File: src/rtl/uart_transmitter.sv
// UART transmitter: start bit, DBITS data bits LSB-first, optional even parity, SBITS stop bits.
// Define UART_TX_PARITY_EN to insert the parity bit between data and stop bits.
module uart_transmitter #(
   parameter int unsigned DBITS    = 8,
   parameter int unsigned SBITS    = 1,
   parameter int unsigned BAUD_DIV = 10416
) (
   input  logic             clock,
   input  logic             reset,
   input  logic             tx_start,
   input  logic [DBITS-1:0] data_in,
   output logic             tx,
   output logic             tx_busy,
   output logic             tx_done
);

   localparam int unsigned CW = (BAUD_DIV > 2) ? $clog2(BAUD_DIV) : 1;
   localparam int unsigned BW = (DBITS > 2) ? $clog2(DBITS) : 1;

   localparam logic [CW-1:0] BAUD_LAST = CW'(BAUD_DIV - 1);
   localparam logic [BW-1:0] BIT_LAST  = BW'(DBITS - 1);
   localparam logic          STOP_LAST = 1'(SBITS - 1);

   localparam logic [2:0] S_IDLE   = 3'd0;
   localparam logic [2:0] S_START  = 3'd1;
   localparam logic [2:0] S_DATA   = 3'd2;
   localparam logic [2:0] S_STOP   = 3'd3;
`ifdef UART_TX_PARITY_EN
   localparam logic [2:0] S_PARITY = 3'd4;
`endif

   logic [2:0]       state_q, state_d;
   logic [CW-1:0]    baud_q, baud_d;
   logic [BW-1:0]    bit_q, bit_d;
   logic             stop_q, stop_d;
   logic [DBITS-1:0] shift_q, shift_d;
   logic             tx_q, tx_d;
   logic             done_q, done_d;
   logic             baud_end;
`ifdef UART_TX_PARITY_EN
   logic             parity_q, parity_d;
`endif

   assign baud_end = (baud_q == BAUD_LAST);

   always_comb begin
      state_d = state_q;
      baud_d  = baud_q;
      bit_d   = bit_q;
      stop_d  = stop_q;
      shift_d = shift_q;
      done_d  = 1'b0;
`ifdef UART_TX_PARITY_EN
      parity_d = parity_q;
`endif

      if (state_q != S_IDLE) begin
         baud_d = baud_end ? '0 : baud_q + 1'b1;
      end

      case (state_q)
         S_IDLE: begin
            if (tx_start) begin
               state_d = S_START;
               shift_d = data_in;
               baud_d  = '0;
`ifdef UART_TX_PARITY_EN
               parity_d = ^data_in;
`endif
            end
         end
         S_START: begin
            if (baud_end) begin
               state_d = S_DATA;
               bit_d   = '0;
            end
         end
         S_DATA: begin
            if (baud_end) begin
               shift_d = shift_q >> 1;
               if (bit_q == BIT_LAST) begin
                  bit_d  = '0;
                  stop_d = 1'b0;
`ifdef UART_TX_PARITY_EN
                  state_d = S_PARITY;
`else
                  state_d = S_STOP;
`endif
               end else begin
                  bit_d = bit_q + 1'b1;
               end
            end
         end
`ifdef UART_TX_PARITY_EN
         S_PARITY: begin
            if (baud_end) begin
               state_d = S_STOP;
               stop_d  = 1'b0;
            end
         end
`endif
         S_STOP: begin
            if (baud_end) begin
               if (stop_q == STOP_LAST) begin
                  state_d = S_IDLE;
                  stop_d  = 1'b0;
                  done_d  = 1'b1;
               end else begin
                  stop_d = stop_q + 1'b1;
               end
            end
         end
         default: state_d = S_IDLE;
      endcase

      // tx is registered, so it is derived from the state being entered
      case (state_d)
         S_START:  tx_d = 1'b0;
         S_DATA:   tx_d = shift_d[0];
`ifdef UART_TX_PARITY_EN
         S_PARITY: tx_d = parity_q;
`endif
         default:  tx_d = 1'b1;
      endcase
   end

   always_ff @(posedge clock or negedge reset) begin
      if (!reset) begin
         state_q <= S_IDLE;
         baud_q  <= '0;
         bit_q   <= '0;
         stop_q  <= 1'b0;
         shift_q <= '0;
         tx_q    <= 1'b1;
         done_q  <= 1'b0;
      end else begin
         state_q <= state_d;
         baud_q  <= baud_d;
         bit_q   <= bit_d;
         stop_q  <= stop_d;
         shift_q <= shift_d;
         tx_q    <= tx_d;
         done_q  <= done_d;
      end
   end

`ifdef UART_TX_PARITY_EN
   always_ff @(posedge clock or negedge reset) begin
      if (!reset) begin
         parity_q <= 1'b0;
      end else begin
         parity_q <= parity_d;
      end
   end
`endif

   assign tx      = tx_q;
   assign tx_busy = (state_q != S_IDLE);
   assign tx_done = done_q;

endmodule

File: config.mk
export PLATFORM = sky130hd
export DESIGN_NAME = uart_transmitter
export DESIGN_NICKNAME = d
export VERILOG_FILES = /design/src/rtl/uart_transmitter.sv
export SDC_FILE = /design/constraint.sdc
export NUM_CORES = 1
export LEC_CHECK = 0
export ABC_CLOCK_PERIOD_IN_PS = 2300
export BUFFER_PORTS_ARGS = -buffer_cell sky130_fd_sc_hd__clkbuf_2
export CAP_MARGIN = 25
export CORE_MARGIN = 2
export CORE_UTILIZATION = 52
export CTS_CLUSTER_SIZE = 16
export DETAILED_ROUTE_END_ITERATION = 6
export HOLD_SLACK_MARGIN = 0.03
export PLACE_DENSITY = 0.81
export SLEW_MARGIN = 20
export SYNTH_ARGS = -nofsm -noshare
export SYNTH_HDL_FRONTEND = slang
export SYNTH_SLANG_ARGS = --single-unit
File: constraint.sdc
create_clock -name clock -period 2.3 [get_ports clock]
set_clock_uncertainty 0.2 [all_clocks]
set_input_delay 0 -clock clock [delete_from_list [all_inputs] [get_ports clock]]
set_output_delay 0 -clock clock [all_outputs]
set_load 0.005 [all_outputs]
==> flow_summary.yaml, run 1 <==
synthesis:
  yosysMostFrequentCell: "dfrtp_1"
  synth_area_leaders: "dfrtp_1, nand2_1, a32oi_1"
  synth.cell_area_um2: 1545
  synth_enable_flop_cells: 0
  synth.avg_cell_area_um2: 9.718
  synth_top_area_share: 0.4696
  synth_commonest_cells: "dfrtp_1, nand2_1, o21ai_0"
  seq_area_frac_synth: 0.4866
  synth_ff_type: "dfrtp_1"
  ys_warn_count: 0
  async_flop_share: 1.000
  syn_nets: 173
  synth.ff_latch_count: 30
  synth_cell_types: 41
  synthCells: 159
  yosys.area.top_type: "dfrtp_1"
power:
  internal_power_mw: 0.8153
  p_leak_nw: 0.8424
  swShare: 0.3044
  seq_power_share: 0.547
  p_per_area_nw_per_um2: 624.9
  clockPowerShare: 0.291
  ir_drop_uv: 587.8
  p_comb_frac: 0.162
  power.switching_mw: 0.3567
  finalPower_mw: 1.172
floorplanning:
  dieHeight_um: 58.51
  die_w_um: 58.51
  ioPinCount: 14
  start_util: 0.5556
  row_count: 19
  core_um2: 2781
  dieArea_um2: 3423
hold_path:
  hold_path.class: "input pin to async pin"
cts:
  clk_path_buf_depth: 2
  clock-sinks: 30
  path_clk_slew_ns: 0.11
  cts-htree-levels: 2
  root_buffer: "clkbuf_4"
  clkLatencyLatePin_ns: 0.35
  post_cts_buffers: 0
  cts_tree: "built"
  cts_made_buffers: 5
global_route:
  grt_usage: 0.2472
  grt_start_max_net_pins: 31
  grt-ovfl-total: 0
  grt_antenna_before_repair: 0
  grt_pass1_wl_um: 6230
  grt_pass1_vias: 1350
route:
  drc: 0
  wl_um: 3593
  antenna_left: 0
  drtIter0Drc: 36
  vias: 1373
  wl_per_cell_um: 16.04
  vias_per_cell: 6.129
  firstDrtPassIters: 4
final_layout:
  drive_gt1_frac: 0.2176
  nets: 206
  n_fill_cell: 225
  finish.utilization: 0.6743
  fin_area_um2: 1876
  area_delta_synth_final_pct: 21.38
  antenna_cells: 0
flow_run:
  maxCapViolCount: 0
critical_path:
  cp.required_ns: 2.38
  critPathKind: "flip-flop to flip-flop"
  cp-start-kind: "flip-flop"
  crit_fanout: 5
  arrival_ns: 2.31
  crit_path_end_kind: "flip-flop"
timing:
  fin_crit_ns: 2.231
  worst-slew-pin-transition_ns: 0.7106
  setup_violations: 0
  relSlewSlack: 0.5263
  rsz0062_at_grt: "yes"
  period_share: 0.9698
  finalHoldViolCount: 0
  fmax_ghz: 0.4483
  slew_violations: 0
placement:
  io_buffers: 13
  gp_congestion: 0.9223
  dp_hpwl_um: 2356
  dpl_cell_area_um2: 1685
outcome:
  status: "complete, no violations"
==> per-stage QoR <==
| stage | hold WS [ns] | TNS, ns | cells | setup WS, ns |
|---|---|---|---|---|
| 3_5_place_dp | -0.1103 | 0 | 205 | 0.07511 |
| 5_1_grt | 0.1047 | -0.08825 | 224 | -0.03441 |
| 3_3_place_gp | -0.1124 | 0 | 205 | 0.1179 |
| 2_1_floorplan | -0.4956 | 0 | 159 | 0.1688 |
| 6_report | 0.02638 | 0 | 224 | 0.06943 |
| 4_1_cts | 0.05775 | 0 | 224 | 0.04483 |
==> flip-flops by register name (all words and copies together), names as in the netlist <==
name / flops
shift_q: 8
tx_done: 1
bit_q: 3
baud_q: 14
state_q: 3
tx: 1
==> cell families (layout without fill, tap and decap cells) <==
kind of cell | count (synthesis) | in the layout | share of synthesized area
xor gates and xnor gates | 5 | 5 | 0.02835
AOI/OAI and AO/OA | 37 | 37 | 0.1579
buffers and inverters | 13 | 47 | 0.03482
muxes | 3 | 3 | 0.02024
DFF | 30 | 30 | 0.4866
other | 1 | 1 | 0.002427
adders and majority gates | 3 | 3 | 0.02429
and+or+nand+nor | 67 | 67 | 0.2453
==> per-layer routing <==
metal | GRT usage | wire, µm | up-vias
met1 | 0.2986 | 1499 | 670
met4 | 0.09967 | 108 | 0
li1 | - | - | 642
met2 | 0.4093 | 1787 | 46
met3 | 0.07912 | 197 | 15
met5 | 0 | 0 | -
==> cell usage in the layout (no fill, tap or decap), types with 2 or more instances in the layout <==
| cell type | instances |
|---|---|
| a21oi_1 | 7 |
| dfrtp_1 | 29 |
| xnor2_1 | 3 |
| buf_4 | 9 |
| nand2b_1 | 3 |
| mux2i_1 | 2 |
| nor2_1 | 7 |
| dlygate4sd3_1 | 11 |
| nor3_1 | 3 |
| inv_1 | 6 |
| a32oi_1 | 6 |
| xor2_1 | 2 |
| nand4_1 | 3 |
| o21ai_0 | 10 |
| nor3b_1 | 3 |
| nor4_1 | 3 |
| nand2_1 | 22 |
| a31oi_1 | 2 |
| or3_1 | 3 |
| clkbuf_2 | 13 |
| nand3_1 | 8 |
| clkbuf_4 | 5 |
| ha_1 | 3 |
| o31ai_1 | 2 |
| a22o_1 | 4 |
| nor3_2 | 2 |
==> final cells by class <==
cell class,instances,area (µm²),share of cell area
Sequential cell,30,752.0,0.4009
Multi-Input combinational cell,116,755.7,0.4029
Clock buffer,6,51.30,0.02735
Tap cell,31,38.79,0.02068
Timing Repair Buffer,33,242.7,0.1294
Inverter,6,22.52,0.01201
Clock inverter,2,12.51,0.006671
==> critical path, stage by stage (launching register included) <==
cell	delay, ns
dfrtp_1	0.43
ha_1	0.25
nand4_1	0.17
buf_4	0.20
nor4_1	0.47
xnor2_1	0.22
nor3_2	0.06
a21oi_1	0.18
==> power groups by stage <==
stage	Combinational, mW	Clock [mW]	Sequential, mW
2_1_floorplan	0.115	0	0.631
3_3_place_gp	0.157	0	0.643
3_5_place_dp	0.165	0	0.647
4_1_cts	0.181	0.344	0.636
5_1_grt	0.216	0.362	0.647
6_report	0.190	0.341	0.641
==> final timing paths <==
check	slack [ns]	depth (start not counted)	from	to
max in group asynchronous	1.41	2	reset	baud_q[3]
min reg2reg	0.29	2	shift_q[5]	shift_q[5]
min	0.03	2	reset	tx_done
min in group clock	0.25	4	data_in[5]	shift_q[5]
max reg2reg	0.07	7	baud_q[0]	tx
max	0.07	7	baud_q[0]	tx
==> timing repair <==
| item | 4_1_cts | 5_1_grt |
|---|---|---|
| resized for setup | 0 | 4 |
| endpoints found under the setup margin | 0 | 13 |
| hold buffers | 11 | 0 |
| endpoints found under the hold margin | 39 | 0 |
(Power assumes the default switching activity.)
==> run 2, diff against run 1 <==
SETUP_SLACK_MARGIN = 0.2   (was unset)
==> flow_summary.yaml, run 2 (synthesis results as in run 1) <==
outcome:
  status: "complete, no violations"
timing:
  final.setup.tns_ns: 0
  period_share: 0.9448
  setup_violations: 0
  fin_crit_ns: 2.173
  fmax_ghz: 0.4602
  rsz0062_at_grt: "yes"
  fin_ws_ns: 0.1269
  finalHoldViolCount: 0
  relSlewSlack: 0.5147
  whs_ns: 0.04241
  slew_violations: 0
  worst-slew-pin-transition_ns: 0.7280
critical_path:
  reg2reg_to: "bit_q[0]"
  crit_chain: "or4b_4 -> nor4_4 -> buf_6 -> nand2_4 -> mux2_4"
  cp-start-kind: "flip-flop"
  crit_fanout: 5
  r2r_slack_ns: 0.13
  rr_worst_depth: 5
  critPathKind: "flip-flop to flip-flop"
  cp.required_ns: 2.33
  cp_slowest_cell: "or4b_4"
  slowest_delay_ns: 0.58
  rr_startpoint: "baud_q[4]"
  arrival_ns: 2.20
  crit_path_end_kind: "flip-flop"
final_layout:
  fin_area_um2: 2067
  largest_reg_flops: 14
  final_common_cell: "dfrtp_1"
  drive_gt1_frac: 0.3221
  n_fill_cell: 173
  nets: 221
  finish.utilization: 0.7431
  layout_common_cells: "dfrtp_1, nand2_1, buf_4"
  antenna_cells: 0
  largest-register: "baud_q"
  area_delta_synth_final_pct: 33.77
  reg.largest.list: "baud_q x14, shift_q x8"
cts:
  root_buffer: "clkbuf_4"
  clock-sinks: 30
  cts_made_buffers: 5
  clk_path_buf_depth: 2
  path_clk_slew_ns: 0.10
  cts_tree: "built"
  cts-htree-levels: 2
  clkLatencyLatePin_ns: 0.33
placement:
  dp_slack_ns: 0.07599
  dp_hpwl_um: 2203
  io_buffers: 13
  dpl_cell_area_um2: 1677
  gp_congestion: 0.8948
power:
  p_comb_frac: 0.203
  p_per_area_nw_per_um2: 584.3
  swShare: 0.2974
  power.switching_mw: 0.3592
  clockPowerShare: 0.271
  ir_drop_uv: 810.5
  p_leak_nw: 0.9349
  seq_power_share: 0.525
  internal_power_mw: 0.8485
global_route:
  grt_start_max_net_pins: 31
  grt_antenna_before_repair: 0
  grt_usage: 0.2542
  grt_pass1_vias: 1451
  grt_pass1_wl_um: 6541
  grt-ovfl-total: 0
floorplanning:
  die_w_um: 58.51
  start_util: 0.5556
  dieHeight_um: 58.51
  core_um2: 2781
  row_count: 19
  dieArea_um2: 3423
  ioPinCount: 14
route:
  firstDrtPassIters: 4
  antenna_left: 0
  wl_per_cell_um: 16.59
  vias_per_cell: 6.079
  vias: 1453
  wl_um: 3966
  drc: 0
  drtIter0Drc: 88
flow_run:
  maxCapViolCount: 0
hold_path:
  hold_path.class: "input pin to async pin"
[run 2: cell types whose count changed in the layout (fill, tap and decap cells not counted), moves of 2 or more]
cell,previous run,this run
a21oi_2,0,2
o21ai_1,1,9
nand2_1,22,20
buf_4,9,20
nor2_4,0,3
nor2_1,7,5
a21oi_1,7,5
buf_6,0,3
o21ai_0,10,2
[run 2: repair_timing]
action | in CTS | in global routing
gates resized for setup | 18 | 16
buffers inserted | 12 | 3
pin swaps | 17 | 16
hold buffers | 11 | 0
gates cloned | 2 | 0
endpoints found under the hold margin | 39 | 0
endpoints found under the setup margin | 19 | 26
[run 2: layout make-up]
cell class,count,area (µm²),area share
Clock buffer,7,55.05,0.02663
Clock inverter,1,5.005,0.002421
Inverter,6,22.52,0.01090
Multi-Input combinational cell,117,833.3,0.4031
Sequential cell,30,753.2,0.3644
Tap cell,31,38.79,0.01877
Timing Repair Buffer,47,359.1,0.1737
[run 2: how the worst max path moves through the flow]
stage          cells after the start       start          to  slack [ns]
6_report                           5   baud_q[4]    bit_q[0]        0.13
4_1_cts                            6   baud_q[8]   baud_q[3]        0.17
5_1_grt                            6   baud_q[9]   baud_q[6]        0.06
3_5_place_dp                       5   baud_q[4]  baud_q[10]        0.08
2_1_floorplan                      5  baud_q[10]          tx        0.18
3_3_place_gp                       5   baud_q[4]  baud_q[10]        0.15
[run 2: power groups by stage]
stage          sequential (mW)  clock [mW]  combinational [mW]
5_1_grt                  0.642       0.358               0.271
4_1_cts                  0.630       0.332               0.226
6_report                 0.635       0.327               0.246
3_5_place_dp             0.647           0               0.161
2_1_floorplan            0.631           0               0.115
3_3_place_gp             0.642           0               0.156
[run 2: worst max-delay path: cells and delay by family (launching register included)]
kind | cells | cell delay [ns]
multiplexers | 1 | 0.26
buffers and inverters | 1 | 0.21
AND/OR/NAND/NOR | 3 | 1.01
flip-flops | 1 | 0.40
[run 2: metrics by stage]
stage                     total power [mW]  instances
after detailed placement            0.8082        203
after global routing                 1.270        239
after global placement              0.7979        203
after floorplan                     0.7457        159
after CTS                            1.188        236
final                                1.208        239
[run 2: per-layer routing]
metal,share of wire,wire (µm),track usage
met5,0,0,0
met1,0.39,1566,0.3152
met3,0.054,213,0.06374
met2,0.54,2142,0.4254
met4,0.011,43,0.09967
==> run 3, diff against run 2 <==
ABC_CLOCK_PERIOD_IN_PS = 2200   (was 2300)
CORE_UTILIZATION = 55   (was 52)
PLACE_DENSITY = 0.82   (was 0.81)
clock period = 2.2 ns   (was 2.3 ns; I/O delays follow)
==> flow_summary.yaml, run 3 (synthesis results as in run 1) <==
final_layout:
  largest_reg_flops: 14
  n_fill_cell: 158
  reg.largest.list: "baud_q x14, shift_q x8"
  antenna_cells: 0
  area_delta_synth_final_pct: 40.32
  nets: 222
  final_common_cell: "dfrtp_1"
  largest-register: "baud_q"
  drive_gt1_frac: 0.3828
  layout_common_cells: "dfrtp_1, nand2_1, buf_4"
  layout.cells.non_filler: 240
cts:
  clkLatencyLatePin_ns: 0.36
  cts-htree-levels: 2
  root_buffer: "clkbuf_4"
  cts_tree: "built"
  cts_made_buffers: 5
  clk_path_buf_depth: 2
  clock-sinks: 30
  path_clk_slew_ns: 0.11
flow_run:
  maxCapViolCount: 0
timing:
  relSlewSlack: 0.5017
  worst-slew-pin-transition_ns: 0.7475
  slew_violations: 0
  fin_crit_ns: 2.252
  fmax_ghz: 0.4441
  period_share: 1.023
  setup_violations: 4
  fin_ws_ns: -0.05151
  rsz0062_at_grt: "yes"
  finalHoldViolCount: 0
global_route:
  grt_start_max_net_pins: 31
  grt_usage: 0.2633
  grt_pass1_wl_um: 6410
  grt-ovfl-total: 0
  grt_antenna_before_repair: 0
  grt_pass1_vias: 1390
critical_path:
  critPathKind: "flip-flop to flip-flop"
  crit_chain: "ha_2 -> nand4_1 -> buf_4 -> nor4_4 -> or2_4 -> o21ai_2 -> a22o_1"
  crit_fanout: 6
  rr_startpoint: "baud_q[1]"
  crit_path_end_kind: "flip-flop"
  critical_path.startpoint: "baud_q[1]"
  cp_slowest_cell: "dfrtp_1"
  cp.required_ns: 2.24
  slowest_delay_ns: 0.42
  cp-start-kind: "flip-flop"
  arrival_ns: 2.29
floorplanning:
  core_um2: 2710
  start_util: 0.5702
  dieHeight_um: 57.01
  ioPinCount: 14
  row_count: 19
  die_w_um: 57.01
  dieArea_um2: 3250
outcome:
  violations: "negative setup slack"
  status: "finished, violations left"
route:
  drc: 0
  antenna_left: 0
  vias_per_cell: 6.329
  drtIter0Drc: 112
  firstDrtPassIters: 4
  wl_per_cell_um: 19.27
  vias: 1519
  wl_um: 4625
placement:
  dp_slack_ns: 0.001912
  dp_hpwl_um: 2294
  gp_congestion: 0.8970
  io_buffers: 13
  dp_cells: 208
power:
  finalPower_mw: 1.435
  p_per_area_nw_per_um2: 661.9
  p_leak_nw: 0.9824
  ir_drop_uv: 661.2
hold_path:
  hold_path.class: "input pin to async pin"
## run 3: changes by cell type in the layout (fill, tap and decap cells not counted), moves of 2 or more
cell     before  now
a21oi_1       5    3
a32oi_1       6    3
a32oi_2       0    3
nor2_2        0    2
o21ai_0       2    0
o21ai_2       0    3
## run 3: power breakdown
group | switching (mW) | internal [mW] | total (mW) | leakage, nW
clock network | 0.205 | 0.271 | 0.476 | 0.0455
logic | 0.149 | 0.134 | 0.282 | 0.544
registers | 0.0643 | 0.612 | 0.677 | 0.393
total | 0.418 | 1.02 | 1.44 | 0.982
## run 3: final timing paths
check / end / slack [ns] / depth (start not counted)
min in group clock: shift_q[3] / 0.26 / 4
hold / removal: tx_done / 0.03 / 2
max in group asynchronous: state_q[0] / 1.26 / 2
hold reg to reg: shift_q[6] / 0.31 / 2
setup / recovery: baud_q[10] / -0.05 / 7
setup reg to reg: baud_q[10] / -0.05 / 7
## run 3: critical path: cells and delay by family (launching register included)
family	cells	cell delay [ns]
compound gates	2	0.29
simple gates	3	0.80
buf+inv	1	0.21
fa+ha+maj	1	0.22
flops	1	0.42
## run 3: per-layer routing
metal / GRT usage / routed length (µm) / up-vias
met5: 0 / 0 / -
met1: 0.3130 / 1757 / 744
met2: 0.4253 / 2403 / 73
met4: 0.1495 / 210 / 0
met3: 0.07937 / 253 / 21
li1: - / - / 681
## run 3: timing repair
item,in CTS,in global routing
hold buffers,11,0
pin swaps,21,11
cloned,2,0
setup endpoints to repair,26,28
buffers inserted,6,5
hold endpoints to repair,40,0
gates resized for setup,32,17
## run 3: final cells by class
cell class | instances | area (µm²) | share of cell area
timing repair buffer | 48 | 370.4 | 0.1708
tap | 31 | 38.79 | 0.01789
clock buffer | 7 | 55.05 | 0.02539
sequential | 30 | 753.2 | 0.3474
inverter | 6 | 22.52 | 0.01039
multi-input combinational | 117 | 898.4 | 0.4143
clock inverter | 1 | 30.03 | 0.01385
## run 3: per-stage QoR
stage / TNS (ns) / hold WS (ns) / area [µm²] / util
after floorplan: 0 / -0.4956 / 1556 / -
after global placement: 0 / -0.1168 / 1714 / 0.6325
after detailed placement: 0 / -0.1081 / 1714 / 0.6325
after CTS: 0 / 0.06528 / 2049 / 0.7562
after global routing: -0.9767 / 0.1030 / 2168 / 0.8001
final: -0.09593 / 0.03311 / 2168 / 0.8001
